<file path="config.mk">
export PLATFORM = sky130hd
export DESIGN_NAME = mchan_resp_router_ipa_flat
export DESIGN_NICKNAME = d
export VERILOG_FILES = /design/src/rtl/mchan_resp_router_ipa_if.sv /design/src/rtl/mchan_resp_router_ipa.sv /design/src/flat_wrapper.sv
export SDC_FILE = /design/constraint.sdc
export NUM_CORES = 1
export LEC_CHECK = 0
export ABC_CLOCK_PERIOD_IN_PS = 3000
export BUFFER_PORTS_ARGS = -buffer_cell sky130_fd_sc_hd__buf_2
export CAP_MARGIN = 10
export CORE_AREA = 2 2 78 95
export CTS_BUF_LIST = sky130_fd_sc_hd__clkbuf_4 sky130_fd_sc_hd__clkbuf_8 sky130_fd_sc_hd__clkbuf_16
export CTS_CLUSTER_SIZE = 20
export DETAILED_ROUTE_END_ITERATION = 7
export DIE_AREA = 0 0 80 97
export HOLD_SLACK_MARGIN = 0.15
export PLACE_DENSITY = 0.77
export SETUP_SLACK_MARGIN = 0.2
export SYNTH_ARGS = -nofsm -noshare
export SYNTH_HDL_FRONTEND = slang
export SYNTH_SLANG_ARGS = --single-unit
</file>
<file path="constraint.sdc">
create_clock -name clk_i -period 3 [get_ports clk_i]
set_clock_uncertainty 0.2 [all_clocks]
set_input_delay 0.6 -clock clk_i [delete_from_list [all_inputs] [get_ports clk_i]]
set_output_delay 0.6 -clock clk_i [all_outputs]
set_load 0.02 [all_outputs]
</file>
<file path="src/rtl/mchan_resp_router_ipa_if.sv">
// Response-path bundle of mchan_resp_router_ipa: one tagged input stream, two
// registered response ports, request-side grants and outstanding-count status.
interface mchan_resp_router_ipa_if #(
  parameter int DATA_WIDTH  = 32,
  parameter int ID_WIDTH    = 4,
  parameter int OUTST_WIDTH = 4
);
  logic                   valid_i;
  logic                   ready_o;
  logic [DATA_WIDTH-1:0]  data_i;
  logic [ID_WIDTH-1:0]    id_i;

  logic                   valid0_o;
  logic                   ready0_i;
  logic [DATA_WIDTH-1:0]  data0_o;
  logic [ID_WIDTH-1:0]    id0_o;

  logic                   valid1_o;
  logic                   ready1_i;
  logic [DATA_WIDTH-1:0]  data1_o;
  logic [ID_WIDTH-1:0]    id1_o;

  logic                   gnt0_i;
  logic                   gnt1_i;
  logic [OUTST_WIDTH-1:0] outst0_o;
  logic [OUTST_WIDTH-1:0] outst1_o;
  logic                   full0_o;
  logic                   full1_o;
  logic                   err_o;

  // Router side.
  modport slave (
    input  valid_i, data_i, id_i, ready0_i, ready1_i, gnt0_i, gnt1_i,
    output ready_o, valid0_o, data0_o, id0_o, valid1_o, data1_o, id1_o,
    output outst0_o, outst1_o, full0_o, full1_o, err_o
  );

  // Environment side: response producer, port consumers and request arbiter.
  modport master (
    output valid_i, data_i, id_i, ready0_i, ready1_i, gnt0_i, gnt1_i,
    input  ready_o, valid0_o, data0_o, id0_o, valid1_o, data1_o, id1_o,
    input  outst0_o, outst1_o, full0_o, full1_o, err_o
  );
endinterface

</file>
<file path="src/rtl/mchan_resp_router_ipa.sv">
// 1:2 response router: id_i[SEL_BIT] picks a registered output slot per beat.
// Outstanding-request tracking is compiled in with MCHAN_RESP_OUTST_CHECK_EN.
module mchan_resp_router_ipa #(
  parameter int DATA_WIDTH  = 32,
  parameter int ID_WIDTH    = 4,
  parameter int SEL_BIT     = ID_WIDTH-1,
  parameter int OUTST_WIDTH = 4
) (
  input logic                  clk_i,
  input logic                  rst_i,
  mchan_resp_router_ipa_if.slave bus
);

  logic                  sel_p0;
  logic                  free0_p0;
  logic                  free1_p0;
  logic                  ready_p0;
  logic                  acc0_p0;
  logic                  acc1_p0;

  logic                  vld0_p1;
  logic [DATA_WIDTH-1:0] data0_p1;
  logic [ID_WIDTH-1:0]   id0_p1;
  logic                  vld1_p1;
  logic [DATA_WIDTH-1:0] data1_p1;
  logic [ID_WIDTH-1:0]   id1_p1;

  // Stage p0: port select and acceptance. A slot draining this cycle counts as
  // free, so ready_o never depends on valid_i.
  assign sel_p0   = bus.id_i[SEL_BIT];
  assign free0_p0 = !vld0_p1 || bus.ready0_i;
  assign free1_p0 = !vld1_p1 || bus.ready1_i;
  assign ready_p0 = sel_p0 ? free1_p0 : free0_p0;
  assign acc0_p0  = bus.valid_i && ready_p0 && !sel_p0;
  assign acc1_p0  = bus.valid_i && ready_p0 &&  sel_p0;

  assign bus.ready_o = ready_p0;

  // Stage p1: one output slot per port.
  always_ff @(posedge clk_i or posedge rst_i) begin
    if (rst_i) begin
      vld0_p1  <= 1'b0;
      data0_p1 <= '0;
      id0_p1   <= '0;
    end else if (acc0_p0) begin
      vld0_p1  <= 1'b1;
      data0_p1 <= bus.data_i;
      id0_p1   <= bus.id_i;
    end else if (bus.ready0_i) begin
      vld0_p1  <= 1'b0;
    end
  end

  always_ff @(posedge clk_i or posedge rst_i) begin
    if (rst_i) begin
      vld1_p1  <= 1'b0;
      data1_p1 <= '0;
      id1_p1   <= '0;
    end else if (acc1_p0) begin
      vld1_p1  <= 1'b1;
      data1_p1 <= bus.data_i;
      id1_p1   <= bus.id_i;
    end else if (bus.ready1_i) begin
      vld1_p1  <= 1'b0;
    end
  end

  assign bus.valid0_o = vld0_p1;
  assign bus.data0_o  = data0_p1;
  assign bus.id0_o    = id0_p1;
  assign bus.valid1_o = vld1_p1;
  assign bus.data1_o  = data1_p1;
  assign bus.id1_o    = id1_p1;

`ifdef MCHAN_RESP_OUTST_CHECK_EN
  localparam logic [OUTST_WIDTH-1:0] CNT_MAX = '1;

  // Saturating up/down count: grant and response in one cycle cancel; the
  // count neither wraps above max nor below zero.
  function automatic logic [OUTST_WIDTH-1:0] cnt_sat(
    input logic [OUTST_WIDTH-1:0] cnt,
    input logic                   inc,
    input logic                   dec
  );
    logic [OUTST_WIDTH-1:0] res;
    res = cnt;
    if (inc && !dec && (cnt != CNT_MAX)) begin
      res = cnt + 1'b1;
    end else if (dec && !inc && (cnt != '0)) begin
      res = cnt - 1'b1;
    end
    return res;
  endfunction

  logic [OUTST_WIDTH-1:0] cnt0_p1;
  logic [OUTST_WIDTH-1:0] cnt1_p1;
  logic                   full0_p1;
  logic                   full1_p1;
  logic                   err_p1;
  logic [OUTST_WIDTH-1:0] cnt0_nxt;
  logic [OUTST_WIDTH-1:0] cnt1_nxt;
  logic                   err_nxt;

  always_comb begin
    cnt0_nxt = cnt_sat(cnt0_p1, bus.gnt0_i, acc0_p0);
    cnt1_nxt = cnt_sat(cnt1_p1, bus.gnt1_i, acc1_p0);
    err_nxt  = (acc0_p0 && (cnt0_p1 == '0)) || (acc1_p0 && (cnt1_p1 == '0));
  end

  // Stage p1: counters; full flags and the error pulse register alongside them.
  always_ff @(posedge clk_i or posedge rst_i) begin
    if (rst_i) begin
      cnt0_p1  <= '0;
      cnt1_p1  <= '0;
      full0_p1 <= 1'b0;
      full1_p1 <= 1'b0;
      err_p1   <= 1'b0;
    end else begin
      cnt0_p1  <= cnt0_nxt;
      cnt1_p1  <= cnt1_nxt;
      full0_p1 <= (cnt0_nxt == CNT_MAX);
      full1_p1 <= (cnt1_nxt == CNT_MAX);
      err_p1   <= err_nxt;
    end
  end

  assign bus.outst0_o = cnt0_p1;
  assign bus.outst1_o = cnt1_p1;
  assign bus.full0_o  = full0_p1;
  assign bus.full1_o  = full1_p1;
  assign bus.err_o    = err_p1;
`else
  logic unused_gnt;
  assign unused_gnt   = bus.gnt0_i ^ bus.gnt1_i;

  assign bus.outst0_o = '0;
  assign bus.outst1_o = '0;
  assign bus.full0_o  = 1'b0;
  assign bus.full1_o  = 1'b0;
  assign bus.err_o    = 1'b0;
`endif

endmodule

</file>
<file path="src/flat_wrapper.sv">
// flat-port wrapper written by rule: the top's interface ports become plain ports
module mchan_resp_router_ipa_flat 
#(
  parameter int DATA_WIDTH  = 32,
  parameter int ID_WIDTH    = 4,
  parameter int SEL_BIT     = ID_WIDTH-1,
  parameter int OUTST_WIDTH = 4
)
  (clk_i, rst_i, bus_valid_i, bus_data_i, bus_id_i, bus_ready0_i, bus_ready1_i, bus_gnt0_i, bus_gnt1_i, bus_ready_o, bus_valid0_o, bus_data0_o, bus_id0_o, bus_valid1_o, bus_data1_o, bus_id1_o, bus_outst0_o, bus_outst1_o, bus_full0_o, bus_full1_o, bus_err_o);
  mchan_resp_router_ipa_if #(.DATA_WIDTH(DATA_WIDTH), .ID_WIDTH(ID_WIDTH), .OUTST_WIDTH(OUTST_WIDTH)) bus_i ();
  input logic clk_i;
  input logic rst_i;
  input wire logic [$bits(bus_i.valid_i)-1:0] bus_valid_i;
  input wire logic [$bits(bus_i.data_i)-1:0] bus_data_i;
  input wire logic [$bits(bus_i.id_i)-1:0] bus_id_i;
  input wire logic [$bits(bus_i.ready0_i)-1:0] bus_ready0_i;
  input wire logic [$bits(bus_i.ready1_i)-1:0] bus_ready1_i;
  input wire logic [$bits(bus_i.gnt0_i)-1:0] bus_gnt0_i;
  input wire logic [$bits(bus_i.gnt1_i)-1:0] bus_gnt1_i;
  output wire logic [$bits(bus_i.ready_o)-1:0] bus_ready_o;
  output wire logic [$bits(bus_i.valid0_o)-1:0] bus_valid0_o;
  output wire logic [$bits(bus_i.data0_o)-1:0] bus_data0_o;
  output wire logic [$bits(bus_i.id0_o)-1:0] bus_id0_o;
  output wire logic [$bits(bus_i.valid1_o)-1:0] bus_valid1_o;
  output wire logic [$bits(bus_i.data1_o)-1:0] bus_data1_o;
  output wire logic [$bits(bus_i.id1_o)-1:0] bus_id1_o;
  output wire logic [$bits(bus_i.outst0_o)-1:0] bus_outst0_o;
  output wire logic [$bits(bus_i.outst1_o)-1:0] bus_outst1_o;
  output wire logic [$bits(bus_i.full0_o)-1:0] bus_full0_o;
  output wire logic [$bits(bus_i.full1_o)-1:0] bus_full1_o;
  output wire logic [$bits(bus_i.err_o)-1:0] bus_err_o;
  assign bus_i.valid_i = bus_valid_i;
  assign bus_i.data_i = bus_data_i;
  assign bus_i.id_i = bus_id_i;
  assign bus_i.ready0_i = bus_ready0_i;
  assign bus_i.ready1_i = bus_ready1_i;
  assign bus_i.gnt0_i = bus_gnt0_i;
  assign bus_i.gnt1_i = bus_gnt1_i;
  assign bus_ready_o = bus_i.ready_o;
  assign bus_valid0_o = bus_i.valid0_o;
  assign bus_data0_o = bus_i.data0_o;
  assign bus_id0_o = bus_i.id0_o;
  assign bus_valid1_o = bus_i.valid1_o;
  assign bus_data1_o = bus_i.data1_o;
  assign bus_id1_o = bus_i.id1_o;
  assign bus_outst0_o = bus_i.outst0_o;
  assign bus_outst1_o = bus_i.outst1_o;
  assign bus_full0_o = bus_i.full0_o;
  assign bus_full1_o = bus_i.full1_o;
  assign bus_err_o = bus_i.err_o;
  mchan_resp_router_ipa #(.DATA_WIDTH(DATA_WIDTH), .ID_WIDTH(ID_WIDTH), .SEL_BIT(SEL_BIT), .OUTST_WIDTH(OUTST_WIDTH)) u_core (.clk_i(clk_i), .rst_i(rst_i), .bus(bus_i));
endmodule
</file>
# Word-level counts from Yosys, hierarchy flattened
# Cells that the tools add are included.
# W data, S select, Z words.
totals:
  wordCells: 21
  in_bits: 43
  reg_bits: 74
classes:
  n_mux: 5
  reduce_logical: 10
op_table:
  columns: ["operator", "n"]
  rows:
  - ["$mux W1", 5]
  - ["$reduce_bool A2 Y1", 2]
  - ["$logic_and A1 B1 Y1", 3]
  - ["$logic_not A1 Y1", 3]
  - ["$logic_or A1 B1 Y1", 2]

# Longest topological paths before layout
logic_depth:
  word_depth: 6
  depth_mapped: 5
  mapped_depth_nobuf: 3

# Worst setup path before layout
# No wires, ideal clock.
synth_timing:
  kind: "input to output"
  start: "input bus_ready1_i"
  end: "output bus_ready_o"
  cell_stages: 2
  required_time_ps: 2200
  arrival_time_ps: 1167
  slack_ps: 1033
  n_path_buf: 0
  path_cell_list: "and2b_4 -> a21oi_1"
synth_via:
  elab_chain_cells: 2
synth_lines:
  columns: ["item", "line_no", "source"]
  rows:
  - ["start: declaration", "flat_wrapper.sv:17", "input wire logic [$bits(bus_i.ready1_i)-1:0] bus_ready1_i;"]
  - ["$logic_or A1 B1 Y1", "mchan_resp_router_ipa.sv:32", "assign free1_p0 = !vld1_p1 || bus.ready1_i;"]
  - ["$mux W1", "mchan_resp_router_ipa.sv:33", "assign ready_p0 = sel_p0 ? free1_p0 : free0_p0;"]
  - ["end: declaration", "flat_wrapper.sv:20", "output wire logic [$bits(bus_i.ready_o)-1:0] bus_ready_o;"]
# No other way between the ends.

# Worst setup path after layout
layout_timing:
  start: "register u_core.vld1_p1 (netlist: u_core.bus.valid1_o)"
  end: "output bus_ready_o"
layout_via:
  elab_chain_cells: 3
layout_lines:
  columns: ["item", "line_no", "source"]
  rows:
  - ["start: declaration", "mchan_resp_router_ipa.sv:24", "logic vld1_p1;"]
  - ["start signal: assignment", "mchan_resp_router_ipa.sv:56", "vld1_p1 <= 1'b0;"]
  - ["start signal: assignment", "mchan_resp_router_ipa.sv:60", "vld1_p1 <= 1'b1;"]
  - ["start signal: assignment", "mchan_resp_router_ipa.sv:64", "vld1_p1 <= 1'b0;"]
  - ["$logic_not A1 Y1", "mchan_resp_router_ipa.sv:32", null]
  - ["$logic_or A1 B1 Y1", "mchan_resp_router_ipa.sv:32", null]
  - ["$mux W1", "mchan_resp_router_ipa.sv:33", null]
# No other way between the ends.

==> results.json <==
{
  "status": "finished clean",
  "ys_types": 19,
  "htree_levels": 3,
  "synthCells": 176,
  "tns_ns": 0,
  "start_kind": "flip-flop",
  "min_period_ns": 2.01,
  "antenna_found_initial": 0,
  "cts_sinks": 74,
  "rrSetupSlack_ns": 1.04,
  "ys_ff_latch": 74,
  "grt_pass1_vias": 1934,
  "cts_tree": "done",
  "die_x_um": 80,
  "max_freq_ghz": 0.496,
  "rr_endpoint": "u_core.bus.data1_o[1]$_DFFE_PP0P_",
  "drt-pass1-iter-count": 3,
  "grt_overflow": 0,
  "fin_nets": 341,
  "wl_per_cell_um": 15.6,
  "yosysSeqAreaShare": 0.587,
  "grt_usage": 0.169,
  "finalHoldViolations": 0,
  "path_class": "reg -> out",
  "cts_setup_buffers": 0,
  "worstPathRequired_ns": 2.20,
  "core_um2": 6770,
  "ant_nets": 0,
  "first_iter_violations": 59,
  "clock_path_buffers": 2,
  "place_hpwl_um": 4260,
  "diodes": 0,
  "timing.final.crit_share": 0.672,
  "synth.cell_area_um2": 3160,
  "die_area_um2": 7760,
  "leakagePower_nw": 2.06,
  "hold_class": "in -> async",
  "initial_core_util": 0.466,
  "rsz0062_at_grt": "no",
  "regArea_um2": 1850,
  "clockRootBuffer": "clkbuf_8",
  "cts-hold-fix-buffers": 0,
  "crit_fanout": 3,
  "drv_cap": 0,
  "drc": 0,
  "vias_per_cell": 4.59,
  "wl_um": 6060,
  "max-slew-margin-rel": 0.548,
  "ioPinCount": 129,
  "gp_congestion": 0.752,
  "rr_worst_depth": 4,
  "worstSetupEndpointType": "output pin",
  "cts_inserted_buffers": 9,
  "setup-violations-final": 0,
  "ctsResizeCount": 0,
  "ir_drop_uv": 381,
  "vias": 1779,
  "clk_pin_slew_ns": 0.08,
  "reg2reg_from": "u_core.bus.valid1_o$_DFFE_PP0P_",
  "worst_pin_slew_ns": 0.677,
  "rows": 33,
  "multiInputGateArea_um2": 1150,
  "slew_viol_final": 0,
  "power.density_nw_per_um2": 711,
  "fillers": 587,
  "port_buffers": 115,
  "die_y_um": 97,
  "grt_pass1_wl_um": 10000,
  "fin_hold_ws_ns": 0.144,
  "drive_above_1_share": 0.698,
  "grt_max_degree": 46,
  "insertion_delay_ns": 0.33,
  "syn_avg_cell_area_um2": 17.9,
  "area_growth_pct": 24.0,
  "synth_warnings": 0,
  "crit_start": "u_core.bus.valid1_o$_DFFE_PP0P_",
  "crit_arrival_ns": 1.21
}
==> state kept, by name, indices dropped and copies added, names as in the netlist <==
register             cells
u_core.bus.id0_o         4
u_core.bus.id1_o         4
u_core.bus.data1_o      32
u_core.bus.data0_o      32
u_core.bus.valid0_o      1
u_core.bus.valid1_o      1
==> logic make-up (layout without fill, tap and decap cells) <==
group | count (synthesis) | after routing | synth area share
flip-flops | 74 | 74 | 0.587
buffers and inverters | 20 | 135 | 0.0619
other | 1 | 11 | 0.00119
multiplexers | 70 | 70 | 0.319
AND/OR/NAND/NOR | 9 | 9 | 0.0282
AO/OA/AOI/OAI | 2 | 2 | 0.00317
==> cell usage in the layout (no fill, tap or decap) <==
| cell | count |
|---|---|
| a21oi_1 | 1 |
| and2_1 | 1 |
| and2b_4 | 1 |
| buf_12 | 1 |
| buf_2 | 115 |
| buf_4 | 3 |
| bufinv_16 | 1 |
| clkbuf_8 | 9 |
| clkinv_2 | 2 |
| clkinvlp_4 | 1 |
| conb_1 | 11 |
| dfrtp_1 | 74 |
| inv_1 | 1 |
| inv_2 | 1 |
| inv_6 | 1 |
| mux2_2 | 12 |
| mux2_4 | 58 |
| nand2_2 | 1 |
| nand2b_2 | 1 |
| nand3b_4 | 1 |
| nor2_1 | 1 |
| nor2_8 | 1 |
| o21ai_0 | 1 |
| or2_2 | 1 |
| or2b_1 | 1 |
==> report_power, final <==
part	internal (mW)	switching (mW)	total, mW
clock	0.375	0.349	0.724
sequential	1.17	0.0933	1.26
combinational	0.369	0.423	0.792
==> layout make-up <==
| cell class | instances | area share |
|---|---|---|
| Tap cell | 87 | 0.0278 |
| Multi-Input combinational cell | 92 | 0.293 |
| Inverter | 2 | 0.00192 |
| Timing Repair Buffer | 119 | 0.158 |
| Clock buffer | 9 | 0.0317 |
| Sequential cell | 74 | 0.473 |
| Clock inverter | 5 | 0.0144 |
==> through the flow <==
step	worst slack [ns]	instances	util	instance area [um^2]	power, mW
after CTS	0.967	388	0.578	3910	2.82
after detailed placement	0.697	374	0.551	3730	2.08
after floorplan	0.318	186	-	3190	1.83
after global placement	0.727	374	0.551	3730	2.06
after global routing	0.921	388	0.578	3910	2.92
final	0.985	388	0.578	3910	2.78
==> synthesized netlist by cell type, drive strengths merged <==
library cell	instances	area share
nand2	1	0.0020
nand2b	1	0.0028
nand3b	1	0.0063
or2	1	0.0020
buf	18	0.059
conb	1	0.0012
mux2	70	0.32
nor2	2	0.0075
a21oi	1	0.0016
o21ai	1	0.0016
dfrtp	74	0.59
and2b	1	0.0032
or2b	1	0.0024
and2	1	0.0020
inv	2	0.0024
==> metal layers <==
metal / wire length [um] / vias up / track usage
met1: 2560 / 873 / 0.215
met3: 305 / 12 / 0.0326
met5: 0 / - / 0
met2: 3040 / 69 / 0.271
met4: 155 / 0 / 0.0847
li1: - / 825 / -
==> critical path, stage by stage (launching register included) <==
cell	delay, ns
dfrtp_1	0.39
and2b_4	0.20
a21oi_1	0.13
buf_2	0.17
==> worst max path at each step <==
stage                     cells past startpoint                                 end
after floorplan                               1   u_core.bus.data0_o[0]$_DFFE_PP0P_
after global placement                        5  u_core.bus.data0_o[14]$_DFFE_PP0P_
final                                         3                         bus_ready_o
after global routing                          3                         bus_ready_o
after detailed placement                      5  u_core.bus.data0_o[17]$_DFFE_PP0P_
after CTS                                     3                         bus_ready_o
Note: power is estimated with default switching activity, not from simulation.
